## src/rtl/iommu_axi_reg_adapter.sv

```systemverilog
// AXI-to-register-bus adapter for the IOMMU programming port: serialises single-beat
// AXI reads/writes onto a valid/ready register bus, one transaction at a time.

package iommu_axi_reg_adapter_pkg;
  localparam int unsigned AXI_ADDR_WIDTH = 64;
  localparam int unsigned AXI_DATA_WIDTH = 64;
  localparam int unsigned AXI_ID_WIDTH   = 8;

  typedef struct packed {
    logic [AXI_ID_WIDTH-1:0]   id;
    logic [AXI_ADDR_WIDTH-1:0] addr;
    logic [7:0]                len;
    logic [2:0]                size;
    logic [1:0]                burst;
    logic [5:0]                atop;
  } aw_chan_t;

  typedef struct packed {
    logic [AXI_DATA_WIDTH-1:0]   data;
    logic [AXI_DATA_WIDTH/8-1:0] strb;
    logic                        last;
  } w_chan_t;

  typedef struct packed {
    logic [AXI_ID_WIDTH-1:0]   id;
    logic [AXI_ADDR_WIDTH-1:0] addr;
    logic [7:0]                len;
    logic [2:0]                size;
    logic [1:0]                burst;
  } ar_chan_t;

  typedef struct packed {
    logic [AXI_ID_WIDTH-1:0] id;
    logic [1:0]              resp;
    logic                    user;
  } b_chan_t;

  typedef struct packed {
    logic [AXI_ID_WIDTH-1:0]   id;
    logic [AXI_DATA_WIDTH-1:0] data;
    logic [1:0]                resp;
    logic                      last;
    logic                      user;
  } r_chan_t;

  typedef struct packed {
    aw_chan_t aw;
    logic     aw_valid;
    w_chan_t  w;
    logic     w_valid;
    logic     b_ready;
    ar_chan_t ar;
    logic     ar_valid;
    logic     r_ready;
  } axi_req_t;

  typedef struct packed {
    logic    aw_ready;
    logic    ar_ready;
    logic    w_ready;
    logic    b_valid;
    b_chan_t b;
    logic    r_valid;
    r_chan_t r;
  } axi_rsp_t;
endpackage

module iommu_axi_reg_adapter #(
  parameter int unsigned DATA_WIDTH     = 64,
  parameter int unsigned ADDR_WIDTH     = 64,
  parameter int unsigned ID_WIDTH       = 8,
  parameter int unsigned REG_ADDR_WIDTH = 12,
  parameter type axi_req_t = iommu_axi_reg_adapter_pkg::axi_req_t,
  parameter type axi_rsp_t = iommu_axi_reg_adapter_pkg::axi_rsp_t
) (
  input  logic                      clk_i,
  input  logic                      rst_ni,
  input  axi_req_t                  axi_req_i,
  output axi_rsp_t                  axi_rsp_o,
  output logic                      reg_req_valid_o,
  output logic                      reg_req_write_o,
  output logic [REG_ADDR_WIDTH-1:0] reg_req_addr_o,
  output logic [DATA_WIDTH-1:0]     reg_req_wdata_o,
  output logic [DATA_WIDTH/8-1:0]   reg_req_wstrb_o,
  input  logic                      reg_rsp_ready_i,
  input  logic [DATA_WIDTH-1:0]     reg_rsp_rdata_i,
  input  logic                      reg_rsp_error_i
);
  localparam int unsigned STRB_WIDTH = DATA_WIDTH / 8;
  localparam int unsigned OFFSET     = $clog2(STRB_WIDTH);
  localparam logic [2:0]  MAX_SIZE   = 3'(OFFSET);
  localparam logic [1:0]  RESP_OKAY   = 2'b00;
  localparam logic [1:0]  RESP_SLVERR = 2'b10;

  typedef enum logic [2:0] {IDLE, W_DATA, W_DRAIN, W_REG, B_RESP, R_REG, R_RESP} state_e;

  state_e                    state_q, state_d;
  logic                      last_write_q;
  logic [ID_WIDTH-1:0]       id_q;
  logic [REG_ADDR_WIDTH-1:0] addr_q;
  logic [DATA_WIDTH-1:0]     data_q;
  logic [STRB_WIDTH-1:0]     strb_q;
  logic [1:0]                resp_q;
  logic [7:0]                cnt_q;

  logic                  grant_write, grant_read, aw_hs, ar_hs, req_err;
  logic [ID_WIDTH-1:0]   sel_id;
  logic [ADDR_WIDTH-1:0] sel_addr;
  logic [7:0]            sel_len;
  logic [2:0]            sel_size;
  logic [1:0]            sel_burst;
  logic                  unused_inputs;

  // With both channels pending, the grant flips away from whichever won last.
  assign grant_write = axi_req_i.aw_valid && (!axi_req_i.ar_valid || !last_write_q);
  assign grant_read  = axi_req_i.ar_valid && !grant_write;
  assign aw_hs       = (state_q == IDLE) && grant_write;
  assign ar_hs       = (state_q == IDLE) && grant_read;

  assign sel_id    = grant_write ? axi_req_i.aw.id    : axi_req_i.ar.id;
  assign sel_addr  = grant_write ? axi_req_i.aw.addr  : axi_req_i.ar.addr;
  assign sel_len   = grant_write ? axi_req_i.aw.len   : axi_req_i.ar.len;
  assign sel_size  = grant_write ? axi_req_i.aw.size  : axi_req_i.ar.size;
  assign sel_burst = grant_write ? axi_req_i.aw.burst : axi_req_i.ar.burst;
  assign req_err   = (sel_len != 8'd0) || (sel_size > MAX_SIZE) || (sel_burst == 2'b11);

  assign unused_inputs = ^{axi_req_i, sel_addr};

  always_ff @(posedge clk_i or negedge rst_ni) begin
    if (!rst_ni) state_q <= IDLE;
    else         state_q <= state_d;
  end

  always_comb begin
    // NOTE: every output and next-state value gets a default first so no latch is inferred.
    state_d         = state_q;
    axi_rsp_o       = '0;
    reg_req_valid_o = 1'b0;
    reg_req_write_o = 1'b0;
    reg_req_addr_o  = addr_q;
    reg_req_wdata_o = '0;
    reg_req_wstrb_o = '0;
    case (state_q)
      IDLE: begin
        axi_rsp_o.aw_ready = rst_ni && grant_write;
        axi_rsp_o.ar_ready = rst_ni && grant_read;
        if (aw_hs)      state_d = req_err ? W_DRAIN : W_DATA;
        else if (ar_hs) state_d = req_err ? R_RESP : R_REG;
      end
      W_DATA: begin
        axi_rsp_o.w_ready = 1'b1;
        if (axi_req_i.w_valid) state_d = W_REG;
      end
      W_DRAIN: begin
        axi_rsp_o.w_ready = 1'b1;
        if (axi_req_i.w_valid && cnt_q == 8'd0) state_d = B_RESP;
      end
      W_REG: begin
        reg_req_valid_o = 1'b1;
        reg_req_write_o = 1'b1;
        reg_req_wdata_o = data_q;
        reg_req_wstrb_o = strb_q;
        if (reg_rsp_ready_i) state_d = B_RESP;
      end
      B_RESP: begin
        axi_rsp_o.b_valid = 1'b1;
        axi_rsp_o.b.id    = id_q;
        axi_rsp_o.b.resp  = resp_q;
        if (axi_req_i.b_ready) state_d = IDLE;
      end
      R_REG: begin
        reg_req_valid_o = 1'b1;
        if (reg_rsp_ready_i) state_d = R_RESP;
      end
      R_RESP: begin
        axi_rsp_o.r_valid = 1'b1;
        axi_rsp_o.r.id    = id_q;
        axi_rsp_o.r.data  = data_q;
        axi_rsp_o.r.resp  = resp_q;
        axi_rsp_o.r.last  = (cnt_q == 8'd0);
        if (axi_req_i.r_ready && cnt_q == 8'd0) state_d = IDLE;
      end
      default: state_d = IDLE;
    endcase
  end

  always_ff @(posedge clk_i or negedge rst_ni) begin
    if (!rst_ni) begin
      last_write_q <= 1'b0;
      id_q         <= '0;
      addr_q       <= '0;
      data_q       <= '0;
      strb_q       <= '0;
      resp_q       <= RESP_OKAY;
      cnt_q        <= '0;
    end else begin
      // NOTE: non-blocking assignments make every flop update from the same pre-edge values.
      case (state_q)
        IDLE: if (aw_hs || ar_hs) begin
          id_q         <= sel_id;
          addr_q       <= {sel_addr[REG_ADDR_WIDTH-1:OFFSET], {OFFSET{1'b0}}};
          cnt_q        <= sel_len;
          resp_q       <= req_err ? RESP_SLVERR : RESP_OKAY;
          last_write_q <= aw_hs;
          data_q       <= '0;
        end
        W_DATA: if (axi_req_i.w_valid) begin
          data_q <= axi_req_i.w.data;
          strb_q <= axi_req_i.w.strb;
        end
        W_DRAIN: if (axi_req_i.w_valid && cnt_q != 8'd0) cnt_q <= cnt_q - 8'd1;
        W_REG: if (reg_rsp_ready_i) resp_q <= reg_rsp_error_i ? RESP_SLVERR : RESP_OKAY;
        R_REG: if (reg_rsp_ready_i) begin
          resp_q <= reg_rsp_error_i ? RESP_SLVERR : RESP_OKAY;
          data_q <= reg_rsp_rdata_i;
          cnt_q  <= '0;
        end
        R_RESP: if (axi_req_i.r_ready && cnt_q != 8'd0) cnt_q <= cnt_q - 8'd1;
        default: ;
      endcase
    end
  end
endmodule

```

## config.mk

```make
export PLATFORM = sky130hd
export DESIGN_NAME = iommu_axi_reg_adapter
export DESIGN_NICKNAME = d
export VERILOG_FILES = /design/src/rtl/iommu_axi_reg_adapter.sv
export SDC_FILE = /design/constraint.sdc
export NUM_CORES = 1
export LEC_CHECK = 0
export ABC_CLOCK_PERIOD_IN_PS = 1800
export BUFFER_PORTS_ARGS = -buffer_cell sky130_fd_sc_hd__buf_4
export CAP_MARGIN = 20
export CORE_AREA = 3 3 192 194
export DETAILED_ROUTE_END_ITERATION = 8
export DIE_AREA = 0 0 195 197
export GPL_ROUTABILITY_DRIVEN = 0
export PLACE_DENSITY = 0.52
export RECOVER_POWER = 50
export SYNTH_ARGS = -nofsm -noshare
export SYNTH_HDL_FRONTEND = slang
export SYNTH_SLANG_ARGS = --single-unit
```

## constraint.sdc

```tcl
create_clock -name clk_i -period 1.8 [get_ports clk_i]
set_input_delay 0.36 -clock clk_i [delete_from_list [all_inputs] [get_ports clk_i]]
set_output_delay 0.36 -clock clk_i [all_outputs]
set_load 0.03 [all_outputs]
```

Word level (Yosys, flattened, before mapping)
Index checks and enable logic that the tools add are counted.

storage, ports and cells
  output and inout port bits = 178
  bits in registers = 103
  logic and storage cells = 98
  input bits = 322

operators by class
  magnitude comparators = 1
  $add $sub $neg = 1
  equal/unequal tests = 18
  mux-type cells = 38
  reductions and logical operators = 32

operator list
  kind                 number
  $mux 64              4
  $pmux 64 s3          1
  $mux 76              1
  $mux 8               7
  $pmux 8 s4           1
  $mux 3               9
  $pmux 3 s7           1
  $mux 2               8
  $ne 2x2->1 const B   8
  $reduce_bool 8->1    2
  $mux 12              1
  $mux 11              1
  $logic_and 1x1->1    10
  $eq 3x3->1 const B   3
  $logic_not 8->1      1
  $sub 8x1->8 const B  1
  $reduce_and 7->1     1
  $eq 3x2->1 const B   2
  $reduce_and 5->1     1
  $logic_or 1x1->1     4
  $ne 2x1->1 const B   2
  $pmux 2 s2           1
  $reduce_and 2->1     2
  $reduce_and 4->1     1
  other kinds (12)     17

Depth between registers and ports, before layout
Gate-level depths: netlist of run 1.

  word-level depth = 11
  depth in mapped cells = 8
  mapped depth without buffers = 7

Worst setup path before layout of run 1
No wires, ideal clock.

  path kind = register -> output
  start = register state_q[2]
  end = output axi_rsp_o[79] (netlist bit)
  cell stages (with the launch flop) = 5
  arrival = 1799 ps
  setup slack = -359 ps
  cell sequence = dfrtp_1 -> buf_2 -> clkbuf_1 -> nor3b_2 -> and2_1

RTL lines
  item                      RTL line  text
  start: declaration        97        state_e state_q, state_d;
  start signal: assignment  131       else state_q <= state_d;
  end: declaration          79        output axi_rsp_t axi_rsp_o,

==> out/metrics.cfg, run 1 <==
[final_layout]
fin_area_um2=12600
post-route-util_pct=35.7
drive_gt1_share_pct=61.0
final_net_count=1457
syn_to_final_growth_pct=103
diodes=0

[floorplan]
core_area_um2=35400
die_w_um=195
initial_core_util_pct=17.5
num_rows=69
dieArea_um2=38400
dieHeight_um=197
pin_count=500

[clocking]
cts_tree=built
cts.sinks=102
clk_latency_ns=0.36
numCtsBuffers=9
clk_path_buf_depth=2
htree_levels=3
cts_root_buf=clkbuf_16
path_clk_slew_ns=0.07
hold_buffers=0

[synthesis]
syn_area_per_cell_um2=8.67
synth_seq_cells=102
yosysMostFrequentCell=and3_1
ys_top_cells_by_count=and3_1 (147), dfrtp_1 (102), a21oi_1 (86), nor2_1 (86), a22oi_1 (64)
synth_top_family_by_area=simple AND/OR/NAND/NOR gates
yosysWarnings=0
synth_top_cell_by_area=dfrtp_1
synth_fa_ha_area_share_pct=0.403
synthDistinctLibCells=52
synth_edf_count=0
synthMuxAreaShare_pct=5.81
synthArstFlopShare_pct=100
synth-compound-area-share_pct=19.7
yosys.area_share.simple_pct=26.2
synthXorXnorAreaFrac_pct=0
synth_top_flop_cell=dfrtp_1
netlist_instances=716
syn_area_um2=6200
synth_top_area_share_pct=41.1
yosysSeqAreaShare_pct=41.1
synthTopCellsByArea=dfrtp_1 (41%), and3_1 (15%), a22oi_1 (7.7%), a21oi_1 (6.9%), nor2_1 (5.2%)

[power_and_ir_drop]
power_density_nw_per_um2=1340
p_leak_uw=0.00568
ir_worst_vdd_mv=0.651

[routing]
drc_errors=0
routed_via_density=4.52
ant_nets=0
dr.pass1.iters=4
wl_mm=31.7
drt_iter0_drc=262
via_count=7227
wl_per_cell_um=19.8

[sta]
fin_crit_ns=2.18
fmax_mhz=459
drv_slew=0
setup_violations=236
slew_headroom_pct=9.76
hold_viol_final=0
holdWs_ns=0.232
tightest_slew_ns=1.35
skew_ns=0.00988
setup_slack_ns=-0.377
rsz0062_at_grt=true
fin_crit_sh_pct=121

[hold_path]
worstHoldPathType=input pin to flip-flop

[setup_path]
critPathArrivalTime_ns=1.82
start_kind=flip-flop
cp_max_fo=2
cp.required_ns=1.44
rrSetupSlack_ns=-0.19
critPathCaptureType=output port
path_class=flip-flop to output port

[global_routing]
grt_pass1_wl_mm=42.0
grt_overflow=0
grt_max_degree=89
grt_pass1_vias=7029
antenna_found_initial=0
grt_use_total_pct=14.0

[placed_design]
io_buffers=371
hpwl_mm=20.9
post_dp_cell_area_um2=10100

[run_status]
status=complete, but fails checks
violations=negative setup slack

[flow_run]
drv_cap=0

## registers in the layout, summed over array words and instances (netlist names)
signal,cells
resp_q,1
id_q,8
reg_req_addr_o,9
last_write_q,1
cnt_q,8
data_q,64
state_q,3
strb_q,8
## cell type report
| cell class | instances | area, um2 |
|---|---|---|
| Clock buffer | 11 | 243 |
| Inverter | 2 | 7.51 |
| Clock inverter | 4 | 95.1 |
| Multi-Input combinational cell | 533 | 4110 |
| Fill cell | 3559 | 22800 |
| Timing Repair Buffer | 485 | 5030 |
| Tap cell | 461 | 577 |
| Sequential cell | 102 | 2560 |
## per-layer routing
metal	GRT usage (%)	wire length, um
met4	4.17	549
met5	0	0
met1	18.2	13700
met3	3.15	1830
met2	23.2	15600
## report_power, final
group,total (uW),internal [uW],switching (uW)
Sequential,4330,3390,945
Combinational,10300,4940,5350
Clock,2340,1390,947
## worst max-delay path, stage by stage, from the launching register on
cell     delay (ns)
dfrtp_1        0.40
inv_2          0.07
ha_1           0.12
or4b_4         0.49
nor2_4         0.10
and2_4         0.15
buf_6          0.12
## stage by stage
step | worst slack, ns | instances | total power (uW) | TNS, ns
global route | -0.442 | 1598 | 18000 | -75.21
finish | -0.377 | 1598 | 17000 | -53.68
detailed placement | -0.0705 | 1530 | 12400 | -2.72
global placement | -0.0907 | 1530 | 12300 | -4.23
CTS | -0.384 | 1558 | 15300 | -46.79
floorplan | -0.0341 | 722 | 8890 | -0.196
## cells by family after synthesis
kind of cell,after synthesis
AOI/OAI and AO/OA,193
DFF,102
adders and majority gates,2
buffers and inverters,87
and+or+nand+nor,296
muxes,35
other,1
## worst paths after layout
path                               start      endpoint  depth (start not counted)
min                        axi_req_i[95]     strb_q[5]                          2
max in group asynchronous         rst_ni    state_q[1]                          2
min reg2reg                     cnt_q[4]      cnt_q[4]                          1
max reg2reg                   state_q[0]    data_q[10]                         10
max                             cnt_q[0]  axi_rsp_o[1]                          6
min in group asynchronous         rst_ni  last_write_q                          2
## cells in the final DEF, fill, tap and decap left out, drive strengths merged, types with 2 or more instances in the layout
cell type and n:
nand3 3, a21oi 87, or3 4, mux2i 27
a22oi 64, o21ai 16, and2 13, mux2 8
buf 460, bufinv 3, o22ai 5, nand2b 4
nand2 15, a31oi 2, a22o 5, and3 147
nand3b 3, or2 2, a221oi 2, ha 2
and4b 2, nor2 86, nor3b 4, dfrtp 102
nor4 2, conb 7, o32ai 2, nor3 4
inv 2, a211oi 2, clkbuf 36, nor2b 3
## repair_timing
item / CTS / global route
cloned: 3 / 26
setup buffers: 12 / 16
gates resized for setup: 161 / 182
endpoints found under the setup margin: 221 / 245
pin swaps: 1 / 12
No activity file was read; power rests on OpenSTA's default activity.
==> run 2: changes to the inputs <==
CORE_AREA = 2 2 196 198   (was 3 3 192 194)
DIE_AREA = 0 0 198 200   (was 0 0 195 197)
PLACE_DENSITY = 0.5   (was 0.52)
==> run 2 against run 1 <==
The run ends with max-capacitance violations, max-slew violations, negative setup slack left. Cell count rose by 7.0%. Wire length rose by 16%. Fmax rose by 0.67%. Global-route usage rose by 2.8 points. Die area rose by 3.1%. Sequential power rose by 1%. Combinational power rose by 31%. Sequential share of layout area fell by 2.4 points. Utilization rose by 2.8 points. Critical path depth did not move. Largest cell class unchanged. Largest power group unchanged.
==> out/metrics.cfg, run 2 (same netlist as run 1, synthesis figures left out) <==
[sta]
setup_violations=245
timing.setup.tns_ns=-63.91
holdWs_ns=0.231
setup_slack_ns=-0.363
tightest_slew_ns=1.60
fin_crit_ns=2.16
skew_ns=0.00959
rsz0062_at_grt=true
hold_viol_final=0
fmax_mhz=462
fin_crit_sh_pct=120
drv_slew=103
slew_headroom_pct=-6.83

[placed_design]
hpwl_mm=20.9
io_buffers=371
post_dp_cell_area_um2=10200

[routing]
drc_errors=0
ant_nets=0
dr.pass1.iters=4
drt_iter0_drc=248
via_count=7737
routed_via_density=4.52
wl_mm=36.9
wl_per_cell_um=21.6

[final_layout]
fin_area_um2=14400
nFillCells=3658
syn_to_final_growth_pct=131
final_net_count=1517
final_cell_mix=buf_4 (252), buf_6 (197), and3_4 (109)
largest_reg_flops=64
top_register=data_q
final_common_cell=buf_4
drive_gt1_share_pct=73.9

[floorplan]
core_area_um2=37400
die_w_um=198
initial_core_util_pct=16.6
dieArea_um2=39600
num_rows=71
pin_count=500
dieHeight_um=200

[power_and_ir_drop]
power_density_nw_per_um2=1400
clkPwrFrac_pct=11.3
ir_worst_vdd_mv=0.529
p_leak_uw=0.00629
pwr-share-comb_pct=66.9
internal_power_uw=11600
fin_total_pwr_uw=20100
p_sw_uw=8550
seq_power_share_pct=21.8
netSwitchingFraction_pct=42.5

[clocking]
htree_levels=3
path_clk_slew_ns=0.08
cts_tree=built
cts_root_buf=clkbuf_16
clk_latency_ns=0.37
clk_path_buf_depth=2
hold_buffers=0
numCtsBuffers=9
cts.sinks=102

[setup_path]
r2r_cells=11
r2r-start=state_q[2]
critPathArrivalTime_ns=1.80
cp.required_ns=1.44
cp_max_fo=2
path_class=flip-flop to output port
reg2reg_to=cnt_q[0]
critPathLaunch=cnt_q[0]
start_kind=flip-flop
critPathCaptureType=output port
setup.worst_path.end=axi_rsp_o[1]
rrSetupSlack_ns=-0.28

[global_routing]
grt_pass1_vias=7544
antenna_found_initial=2
grt_overflow=0
grt_max_degree=103
grt_pass1_wl_mm=49.0
grt_use_total_pct=16.8

[run_status]
status=complete, but fails checks
violations=max-capacitance violations, max-slew violations, negative setup slack

[flow_run]
drv_cap=1

[hold_path]
worstHoldPathType=input pin to flip-flop

==> run 2: worst min path at each step <==
stage,from,endpoint,cells past startpoint
2_1_floorplan,rst_ni,cnt_q[0],0
3_3_place_gp,strb_q[3],strb_q[3],1
3_5_place_dp,strb_q[2],strb_q[2],1
4_1_cts,rst_ni,data_q[0],2
5_1_grt,axi_req_i[96],strb_q[6],2
6_report,axi_req_i[96],strb_q[6],2
==> run 2: stage by stage <==
stage,setup WS [ns],utilization [%],std cells
final,-0.363,38.4,1710
after global routing,-0.428,38.4,1710
after CTS,-0.420,34.8,1676
after detailed placement,-0.110,27.1,1579
after global placement,-0.155,27.1,1579
after floorplan,-0.0341,-,722
==> run 2: critical path, stage by stage, from the launching register on <==
cell and delay (ns):
dfrtp_1 0.39, inv_2 0.08, ha_4 0.12, or4b_4 0.48, nor2_4 0.11, and2_4 0.15, buf_6 0.12
==> run 2: area by class of cell <==
| class | instances | area, um2 | share of cell area [%] |
|---|---|---|---|
| Timing Repair Buffer | 545 | 6140 | 42.7 |
| Clock inverter | 5 | 83.8 | 0.584 |
| Clock buffer | 10 | 239 | 1.66 |
| Sequential cell | 102 | 2560 | 17.8 |
| Antenna cell | 2 | 5.00 | 0.0348 |
| Inverter | 2 | 7.51 | 0.0523 |
| Multi-Input combinational cell | 533 | 4690 | 32.7 |
| Tap cell | 511 | 639 | 4.45 |
==> run 2: power groups by stage <==
stage	registers, uW	logic [uW]	clock network, uW
floorplan	4110	4780	0
global placement	4200	8010	0
finish	4390	13500	2270
detailed placement	4220	8070	0
CTS	4210	11700	2320
global route	4530	14200	2440
==> run 2: routing by layer <==
| layer | vias to the layer above | track usage [%] | routed length, um |
|---|---|---|---|
| met4 | 0 | 5.51 | 955 |
| li1 | 3577 | - | - |
| met5 | - | 0 | 0 |
| met3 | 48 | 3.75 | 2190 |
| met1 | 3831 | 21.1 | 15500 |
| met2 | 281 | 28.5 | 18300 |
==> run 2: repair_timing <==
action                                  in CTS  in global routing
pin swaps                                   30                 97
resized for setup                          318                293
buffers inserted                            53                 44
gates cloned                                32                 17
endpoints found under the setup margin     213                252
